`config.mk`:
```
export PLATFORM = sky130hd
export DESIGN_NAME = fetch_unit
export DESIGN_NICKNAME = d
export VERILOG_FILES = /design/src/rtl/type_pkg.sv /design/src/rtl/fetch_unit_sync_fifo.sv /design/src/rtl/fetch_unit.sv
export SDC_FILE = /design/constraint.sdc
export NUM_CORES = 1
export LEC_CHECK = 0
export CAP_MARGIN = 20
export CORE_MARGIN = 2
export CORE_UTILIZATION = 45
export CTS_CLUSTER_DIAMETER = 80
export CTS_CLUSTER_SIZE = 24
export DETAILED_ROUTE_END_ITERATION = 7
export PLACE_DENSITY = 0.67
export SLEW_MARGIN = 25
export SYNTH_ARGS = -nofsm -noshare
export SYNTH_HDL_FRONTEND = slang
export SYNTH_SLANG_ARGS = --single-unit
```
`constraint.sdc`:
```
create_clock -name clk -period 7.9 [get_ports clk]
set_input_delay 0.79 -clock clk [delete_from_list [all_inputs] [get_ports clk]]
set_output_delay 0.79 -clock clk [all_outputs]
set_load 0.02 [all_outputs]
```
`src/rtl/type_pkg.sv`:
```
`default_nettype none
// ============================================================================
//  Module      : type_pkg
//  Description : Shared core types: address/data words, fetch FSM states,
//                and the {pc, instruction} packet buffered by fetch.
//  Revision    : 1.0  initial release
// ============================================================================
package type_pkg;

    typedef logic [31:0] addr_t;
    typedef logic [31:0] data_t;

    // Byte stride between sequential instructions.
    localparam int unsigned INST_BYTES = 4;

    typedef enum logic [1:0] {
        IDLE = 2'd0,
        REQ  = 2'd1,
        DROP = 2'd2
    } fetch_state_t;

    typedef struct packed {
        addr_t pc;
        data_t inst;
    } inst_pkt_t;

endpackage
`default_nettype wire

```
`src/rtl/fetch_unit_sync_fifo.sv`:
```
`default_nettype none
// ============================================================================
//  Module      : sync_fifo
//  Description : Single-clock FIFO of inst_pkt_t entries with flush.
//                Head entry is presented combinationally on rdata_o.
//  Ports       : clk, rst (async, active-high)
//                push_i/wdata_i  - enqueue
//                pop_i           - dequeue head
//                flush_i         - empty the FIFO (overrides push/pop)
//                rdata_o         - head entry
//                full_o, empty_o, count_o - occupancy status
//  Revision    : 1.0  initial release
// ============================================================================
module sync_fifo
    import type_pkg::*;
#(
    parameter int unsigned DEPTH = 4
) (
    input  logic                        clk,
    input  logic                        rst,
    input  logic                        push_i,
    input  logic                        pop_i,
    input  logic                        flush_i,
    input  inst_pkt_t                   wdata_i,
    output inst_pkt_t                   rdata_o,
    output logic                        full_o,
    output logic                        empty_o,
    output logic [$clog2(DEPTH):0]      count_o
);

    localparam int unsigned AW = $clog2(DEPTH);
    localparam int unsigned CW = AW + 1;
    localparam logic [CW-1:0] DEPTH_C = CW'(DEPTH);

    inst_pkt_t          mem_q [DEPTH];
    logic [AW-1:0]      wr_ptr_q;
    logic [AW-1:0]      rd_ptr_q;
    logic [CW-1:0]      count_q;
    logic [CW-1:0]      count_d;

    always_comb begin
        count_d = count_q;
        if (flush_i) begin
            count_d = '0;
        end else if (push_i && !pop_i) begin
            count_d = count_q + CW'(1);
        end else if (!push_i && pop_i) begin
            count_d = count_q - CW'(1);
        end
    end

    // Pointers wrap naturally because DEPTH is a power of two.
    always_ff @(posedge clk or posedge rst) begin
        if (rst) begin
            wr_ptr_q <= '0;
            rd_ptr_q <= '0;
            count_q  <= '0;
        end else begin
            count_q <= count_d;
            if (flush_i) begin
                wr_ptr_q <= '0;
                rd_ptr_q <= '0;
            end else begin
                if (push_i) wr_ptr_q <= wr_ptr_q + AW'(1);
                if (pop_i)  rd_ptr_q <= rd_ptr_q + AW'(1);
            end
        end
    end

    // Storage needs no reset: entries are only visible once counted.
    always_ff @(posedge clk) begin
        if (push_i && !flush_i) begin
            mem_q[wr_ptr_q] <= wdata_i;
        end
    end

    assign rdata_o = mem_q[rd_ptr_q];
    assign empty_o = (count_q == '0);
    assign full_o  = (count_q == DEPTH_C);
    assign count_o = count_q;

endmodule
`default_nettype wire

```
`src/rtl/fetch_unit.sv`:
```
`default_nettype none
// ============================================================================
//  Module      : fetch_unit
//  Description : Instruction-fetch front end. Holds the fetch PC, keeps at
//                most one icache read outstanding, buffers {pc, inst} pairs
//                for decode, and handles branch/jump redirects.
//  Ports       : clk, rst (async, active-high)
//                redirect_valid/redirect_pc       - redirect from execute
//                icache_req/icache_addr (out)     - registered fetch request
//                icache_data/icache_valid (in)    - one-cycle response
//                inst_valid/inst_data/inst_pc     - FIFO head to decode
//                inst_ready                        - decode accepts head
//  Revision    : 1.0  initial release
// ============================================================================
module fetch_unit
    import type_pkg::*;
#(
    parameter int unsigned DEPTH    = 4,
    parameter addr_t       RESET_PC = 32'h0000_0000
) (
    input  logic    clk,
    input  logic    rst,
    input  logic    redirect_valid,
    input  addr_t   redirect_pc,
    output logic    icache_req,
    output data_t   icache_addr,
    input  data_t   icache_data,
    input  logic    icache_valid,
    output logic    inst_valid,
    output data_t   inst_data,
    output addr_t   inst_pc,
    input  logic    inst_ready
);

    localparam int unsigned CW = $clog2(DEPTH) + 1;
    localparam logic [CW-1:0] DEPTH_C = CW'(DEPTH);
    localparam addr_t STRIDE = addr_t'(INST_BYTES);

    fetch_state_t   state_q, state_d;
    addr_t          pc_q,    pc_d;
    logic           req_q,   req_d;
    addr_t          addr_q,  addr_d;

    logic           fifo_push;
    logic           fifo_pop;
    logic           fifo_full;
    logic           fifo_empty;
    logic [CW-1:0]  fifo_count;
    logic [CW-1:0]  count_after;
    inst_pkt_t      fifo_wdata;
    inst_pkt_t      fifo_head;

    // A redirect flushes the FIFO, so it also suppresses any push or pop.
    assign fifo_push  = (state_q == REQ) && icache_valid && !redirect_valid;
    assign fifo_pop   = inst_valid && inst_ready && !redirect_valid;
    assign fifo_wdata = '{pc: addr_q, inst: icache_data};

    // Occupancy once this cycle's push/pop have landed; never exceeds DEPTH
    // because a request is only issued while there is room.
    assign count_after = fifo_count + CW'(fifo_push) - CW'(fifo_pop);

    always_comb begin
        state_d = state_q;
        pc_d    = pc_q;
        req_d   = req_q;
        addr_d  = addr_q;

        if (redirect_valid) begin
            pc_d = redirect_pc;
            unique case (state_q)
                REQ, DROP: begin
                    // The outstanding cache handshake must still complete;
                    // its data is thrown away.
                    if (icache_valid) begin
                        req_d   = 1'b0;
                        state_d = IDLE;
                    end else begin
                        state_d = DROP;
                    end
                end
                default: state_d = IDLE;
            endcase
        end else begin
            unique case (state_q)
                IDLE: begin
                    if (!fifo_full) begin
                        req_d   = 1'b1;
                        addr_d  = pc_q;
                        state_d = REQ;
                    end
                end
                REQ: begin
                    if (icache_valid) begin
                        pc_d = addr_q + STRIDE;
                        if (count_after < DEPTH_C) begin
                            // Back-to-back request to the next sequential PC.
                            addr_d = addr_q + STRIDE;
                        end else begin
                            req_d   = 1'b0;
                            state_d = IDLE;
                        end
                    end
                end
                DROP: begin
                    if (icache_valid) begin
                        req_d   = 1'b0;
                        state_d = IDLE;
                    end
                end
                default: state_d = IDLE;
            endcase
        end
    end

    always_ff @(posedge clk or posedge rst) begin
        if (rst) begin
            state_q <= IDLE;
            pc_q    <= RESET_PC;
            req_q   <= 1'b0;
            addr_q  <= RESET_PC;
        end else begin
            state_q <= state_d;
            pc_q    <= pc_d;
            req_q   <= req_d;
            addr_q  <= addr_d;
        end
    end

    sync_fifo #(
        .DEPTH   (DEPTH)
    ) u_fifo (
        .clk     (clk),
        .rst     (rst),
        .push_i  (fifo_push),
        .pop_i   (fifo_pop),
        .flush_i (redirect_valid),
        .wdata_i (fifo_wdata),
        .rdata_o (fifo_head),
        .full_o  (fifo_full),
        .empty_o (fifo_empty),
        .count_o (fifo_count)
    );

    assign icache_req  = req_q;
    assign icache_addr = addr_q;
    assign inst_valid  = !fifo_empty;
    assign inst_data   = fifo_head.inst;
    assign inst_pc     = fifo_head.pc;

endmodule
`default_nettype wire

```
# Word level (Yosys, flattened, before mapping)
# Memories as Yosys holds them, arrays and structs flattened.
# Index checks and enable logic that the tools add are counted.
[totals]
reg_bits = 74
ram_bits = 256
inputBits = 69
out_inout_bits = 98
mem_count = 1
[mem_list]
columns = ["memory", "words", "width", "rd", "rd_clocked_by_memory_dff", "write_ports", "line_no", "source"]
rows = [
  ["u_fifo.mem_q", 4, 64, 1, 0, 1, "fetch_unit_sync_fifo.sv:35", "inst_pkt_t mem_q [DEPTH];"],
]
[op_classes]
addsub = 7
magnitude_cmp = 1
n_eq_ne = 11
n_mux = 31
bitwise = 1
n_reduce_logical = 25
[op_table]
columns = ["cell", "n"]
rows = [
  ["32-bit 2-to-1 mux", 6],
  ["32-bit case mux with 2 select lines", 1],
  ["32-bit by 3-bit adder with 32-bit output, second input constant", 1],
  ["2-bit 2-to-1 mux", 11],
  ["3-bit inequality test, second input constant", 4],
  ["5-bit AND reduction", 2],
  ["2-bit nonzero test", 5],
  ["3-bit 2-to-1 mux", 3],
  ["1-bit 2-to-1 mux", 8],
  ["1-bit logical AND", 7],
  ["2-bit case mux with 3 select lines", 1],
  ["2-bit by 1-bit adder with 2-bit output, second input constant", 2],
  ["1-bit logical NOT", 4],
  ["2-bit by 1-bit inequality test with 1-bit output, second input constant", 2],
  ["2-bit inequality test, second input constant", 2],
  ["4-bit AND reduction", 1],
  ["4-bit nonzero test", 1],
  ["3-bit by 1-bit adder with 3-bit output", 1],
  ["3-bit by 1-bit adder with 3-bit output, second input constant", 1],
  ["3-bit == test, second input constant", 1],
  ["3-bit logical NOT", 1],
  ["3-bit less-than comparator, second input constant", 1],
  ["1-bit case mux with 3 select lines", 1],
  ["3-bit nonzero test", 1],
  ["other kinds (8)", 8],
]

# Logic depth before layout (Yosys ltp)
[depth]
ltp_word = 10
depth_mapped = 13

# By module
# Synthesis repeated with hierarchy kept, for this count alone.
[unflattened]
cells_unflattened = 853
area_unflattened_um2 = 13968.4
[modules_own_cells]
columns = ["mod", "instances", "cells_per_inst", "area_per_inst_um2", "seq_area_each_um2"]
rows = [
  ["sync_fifo", 1, 379, 9665.5, 7862.5],
  ["fetch_unit", 1, 474, 4302.9, 1676.6],
]

# Worst setup path before layout
# OpenSTA, ideal clock, no wires.
[synth_path]
path_kind = "input to register"
from = "input port redirect_valid"
to = "register addr_q[5] (netlist: icache_addr[5])"
arrival_ns = 3.323
required_time_ns = 7.777
slack_ns = 4.454
cell_stages = 13
path_buffers = 4
path_cell_list = "clkbuf_1 clkbuf_1 clkbuf_1 nor2_1 ha_1 inv_1 ha_1 nor2b_1 o21a_1 o21ai_1 buf_2 a22oi_1 o221a_2"
[synth_between]
elab_chain_cells = 7
[synth_rtl]
columns = ["element", "line_no", "source"]
rows = [
  ["start: declaration", "fetch_unit.sv:23", "input logic redirect_valid,"],
  ["1-bit logical NOT", "fetch_unit.sv:54, fetch_unit.sv:55", ""],
  ["1-bit logical AND", "fetch_unit.sv:54", "assign fifo_push = (state_q == REQ) && icache_valid && !redirect_valid;"],
  ["3-bit by 1-bit adder with 3-bit output", "fetch_unit.sv:60", "assign count_after = fifo_count + CW'(fifo_push) - CW'(fifo_pop);"],
  ["3-bit by 1-bit subtractor with 3-bit output", "fetch_unit.sv:60", ""],
  ["3-bit less-than comparator", "fetch_unit.sv:95", "if (count_after < DEPTH_C) begin"],
  ["2-bit by 1-bit inequality test with 1-bit output (no source line)", "--", ""],
  ["5-bit AND reduction (no source line) (*)", "--", ""],
  ["end signal: assignment", "fetch_unit.sv:125", "addr_q <= addr_d;"],
  ["end: declaration", "fetch_unit.sv:42", "addr_t addr_q, addr_d;"],
]
# Mark *: on every way between the ends. The rest lies on a longest branch, timed or not.
# A chain may end at the register's enable or synchronous reset.

# Final worst setup path
[layout_path]
from = "register u_fifo.rd_ptr_q[0]"
to = "output port inst_pc[31]"
[layout_between]
elab_chain_cells = 1
[layout_rtl]
columns = ["element", "line_no", "source"]
rows = [
  ["start: declaration", "fetch_unit_sync_fifo.sv:37", "logic [AW-1:0] rd_ptr_q;"],
  ["start signal: assignment", "fetch_unit_sync_fifo.sv:65", "if (pop_i) rd_ptr_q <= rd_ptr_q + AW'(1);"],
  ["memory 4 x 64 bit", "--", ""],
  ["end: declaration", "fetch_unit.sv:31", "output addr_t inst_pc,"],
]
# Every way passes these cells.

==> results.md <==
- The run finished with clean final reports.
- The global routing usage on met1 is 28.10%.
- The path category of the worst min-delay check is flop to flop.
- The combinational share of power is 34.8%.
- The design draws 5.559 mW.
- The required arrival time at the worst endpoint is 7110 ps.
- The count of flip-flops with a built-in enable after synthesis is 256.
- After detailed routing, the average wire length per cell comes to 21.85 um.
- The number of clock buffers added by TritonCTS is 19.
- The total vias in the final route is 8298.
- The number of setup buffers added after CTS is 0.
- The initial antenna violation count is 0.
- The number of I/O port buffers is 166.
- The most used flip-flop cell after synthesis is edfxtp_1.
- The achievable clock frequency is 0.2415 GHz.
- The internal power contribution is 3.614 mW.
- The first-pass GRT wire length is 48220 um.
- Global routing consumed, over all layers together, 18.78% of the routing resources.
- The cell at the root of the clock tree is clkbuf_16.
- The worst path in the final design needs a cycle of 4141 ps, including I/O delays and setup.
- Counting flops and latches in the post-synthesis netlist gives 330.
- The HPWL after detailed placement is 18540 um.
- The post-route clock skew is 22.55 ps.
- The ratio of cells with drive above 1 in the final layout is 13.91%.
- The final-report hold violation count is 0.
- At the worst endpoint, the arrival time is 3350 ps.
- The number of top-level design ports is 167.
- The number of nets with antenna violations after detailed routing is 0.
- For this run, design rule violations remaining after detail routing come to 0.
- Entering global routing, the biggest net connects 75 pins.
- Registers take 0.009547 sq mm.
- The synthesized design spends more area on one cell type than any other, namely edfxtp_1.
- By area the synthesized netlist is led by edfxtp_1 (55%), dfrtp_1 (13%), mux4_2 (10%).
- The global-route met2 utilization is 29.85%.
- Of the post-synthesis cell area, the dominant cell type holds 55.01%.
- The worst path uses 52.42% of the clock period.
- Power spread over the standard cell area amounts to 334.7 mW/mm^2.
- For the pin with the worst max-slew slack, the measured transition is 1003 ps.
- Dividing the detail-routed via count by the number of cells gives 5.827.
- Averaged over all synthesized cells, the footprint is 15.92 sq um.
- In this run switching power makes up 34.97% of total power.
- In this run the standard cell core region covers 0.03059 sq mm.
- The final layout contains routed wiring with a total length of 31120 um.
- The total negative slack for setup checks is 0 ps.
- The floorplan step defined a die boundary enclosing 0.03248 sq mm.
- The register-to-register setup slack is 4310 ps.
- The type of the worst setup path is flop to primary output.
- Counting every instance in the synthesized netlist gives 878.
- The number of slew-limit violations in the final report is 0.
- The number of nets handed over by synthesis was 958.
- Max-cap violations in this run came to 0.
- The share of synthesized area occupied by flip-flops and latches is 68.27%.
- The kind of launch point of the worst setup path is a flop.
- Setup violations remaining at the end of the flow were counted as 0.
- The switching power of the nets is 1.944 mW.
- After clock tree synthesis, the clock-pin slew on the worst setup and hold paths is 90 ps.
- The area growth from synthesis to layout is 18.86%.
- The worst-case headroom to the max-slew limit is 33.14%.
- In this run the number of H-tree levels came out at 1.
- Gates resized during post-CTS repair numbered 0.
- The routability congestion estimate is 0.8137.
- The part of the power in the clock network is 19.3%.
- The die boundary height is 180.2 um.
- After detailed placement, the design holds a cell count of 1388.
- The analysis attributes to cell leakage a power of 5.530 nW.
- The number of DRC markers in iteration 0 is 756.
- The clock insertion delay at the later pin of the skew report is 510 ps.
- Yosys printed 0 warnings.
- The number of nets in the layout is 1096.
- The proportion of synthesized flip-flops having asynchronous set or reset is 22.42%.
- Setup repair after global routing left no endpoint under its margin.
- The endpoint class of the critical path is a primary output.
- The worst vdd rail ir drop is 195.1 uV.
- The sequential cell fraction of total power is 46.0%.
- The number of inserted diodes is 0.
- The number of iterations in the first detailed-routing pass is 5.
- The TritonCTS clock tree is done.
- Global routing consumed, on the met3 layer, 2.971% of the routing resources.
- Buffers inserted to repair hold after CTS numbered 0.
- The number of sinks driven by the clock tree is 330.
- The floorplan step set the die width to 180.2 um.
- The finished layout holds 1424 standard cells, fillers aside.
- The cell area that synthesis handed to floorplanning was 0.01397 sq mm.
- The global routing's busiest layer is met2.
- Summing all multi-input logic gate instances after layout gives 0.004129 sq mm.
- The count of different cell masters after synthesis is 75.
- The floorplan has 64 rows.
- The via count of the first global-routing pass is 8203.
- For this run the aggregate overflow at the end of global routing stands at 0.
- The initial cell density of the core is 45.68%.
- The filler cells instantiated in the layout total 2499.
- The largest fanout of any net on the critical path is 39.
- The worst hold slack is 488.1 ps.
- The buffer levels on the longest clock path is 3.
metrics by stage:
stage / area (sq um) / util (%) / setup slack (ps)
detailed placement: 15940 / 52.12 / 3890
floorplan: 13970 / - / 4454
global placement: 15940 / 52.12 / 3960
finish: 16610 / 54.29 / 3759
CTS: 16540 / 54.08 / 3650
global route: 16610 / 54.29 / 3516
final cells by class:
cell class	instances	share of cell area (%)
sequential	330	57.48
multi-input combinational	473	24.86
timing repair buffer	177	10.74
clock buffer	26	3.081
tap	396	2.983
clock inverter	7	0.5198
inverter	15	0.3390
routing by layer:
layer  vias to the layer above  part of all wire [%]
met5                         -                     0
met4                         0                   1.4
met3                        39                   6.6
met2                       285                    46
met1                      4254                    45
li1                       3720                     -
synth_stat cells (5+ instances only):
cell / instances
edfxtp_1: 256
dfrtp_1: 74
mux4_2: 64
nand2_1: 62
nor2_1: 40
clkbuf_1: 32
a21oi_1: 30
o21ai_0: 30
nand3_1: 25
buf_2: 20
nor3_1: 19
xnor2_1: 17
and3_1: 16
inv_1: 14
ha_1: 10
nand4_1: 9
o21a_1: 8
o221a_2: 8
and2_1: 7
mux2i_1: 7
xor2_1: 7
and4_1: 6
buf_1: 6
a31oi_1: 5
nor3_2: 5
o22ai_1: 5
o31ai_1: 5
o32ai_1: 5
worst paths after layout:
check                                               start                             end  cells after the start
setup / recovery           u_fifo.rd_ptr_q[0]$_DFFE_PP0P_                     inst_pc[31]                      3
max in group asynchronous                             rst  u_fifo.rd_ptr_q[1]$_DFFE_PP0P_                      3
hold / removal                        pc_q[0]$_DFFE_PP0P_      icache_addr[0]$_DFFE_PP0P_                      2
hold reg to reg                       pc_q[0]$_DFFE_PP0P_      icache_addr[0]$_DFFE_PP0P_                      2
min in group asynchronous                             rst     icache_addr[10]$_DFFE_PP0P_                      3
setup reg to reg            u_fifo.count_o[0]$_DFFE_PP0P_      icache_addr[2]$_DFFE_PP0P_                     12
power by group through the flow:
stage | Combinational, mW | Clock, mW | Sequential, mW
2_1_floorplan | 1.25 | 0 | 2.47
3_3_place_gp | 1.91 | 0 | 2.60
3_5_place_dp | 1.92 | 0 | 2.61
4_1_cts | 1.93 | 1.10 | 2.57
5_1_grt | 2.08 | 1.16 | 2.61
6_report | 1.93 | 1.07 | 2.56
logic make-up after synthesis:
| family | after synthesis | share of synthesized area, % |
|---|---|---|
| buf+inv | 75 | 2.274 |
| flops | 330 | 68.27 |
| fa+ha+maj | 11 | 1.039 |
| mux | 74 | 11.06 |
| xor+xnor | 24 | 1.504 |
| compound gates | 146 | 7.280 |
| simple gates | 218 | 8.578 |
layout by cell type, fill, tap and decap left out, types with 19 or more instances in the layout:
cell type	instances
a21oi_1	30
clkbuf_16	19
clkdlybuf4s50_1	165
dfrtp_1	72
edfxtp_1	256
mux4_2	64
nand2_1	61
nand3_1	25
nor2_1	40
nor3_1	19
o21ai_0	30
worst max-delay path, stage by stage, from the launching register on:
cell and delay, ps:
dfrtp_4 810, buf_4 790, mux4_2 640, clkdlybuf4s50_1 560
sequential cells by signal, summed over array words and instances, names as in the netlist:
register	cells
u_fifo.mem_q	256
icache_addr	32
pc_q	32
u_fifo.count_o	3
state_q	2
u_fifo.rd_ptr_q	2
u_fifo.wr_ptr_q	2
icache_req	1
(Power assumes the default switching activity.)
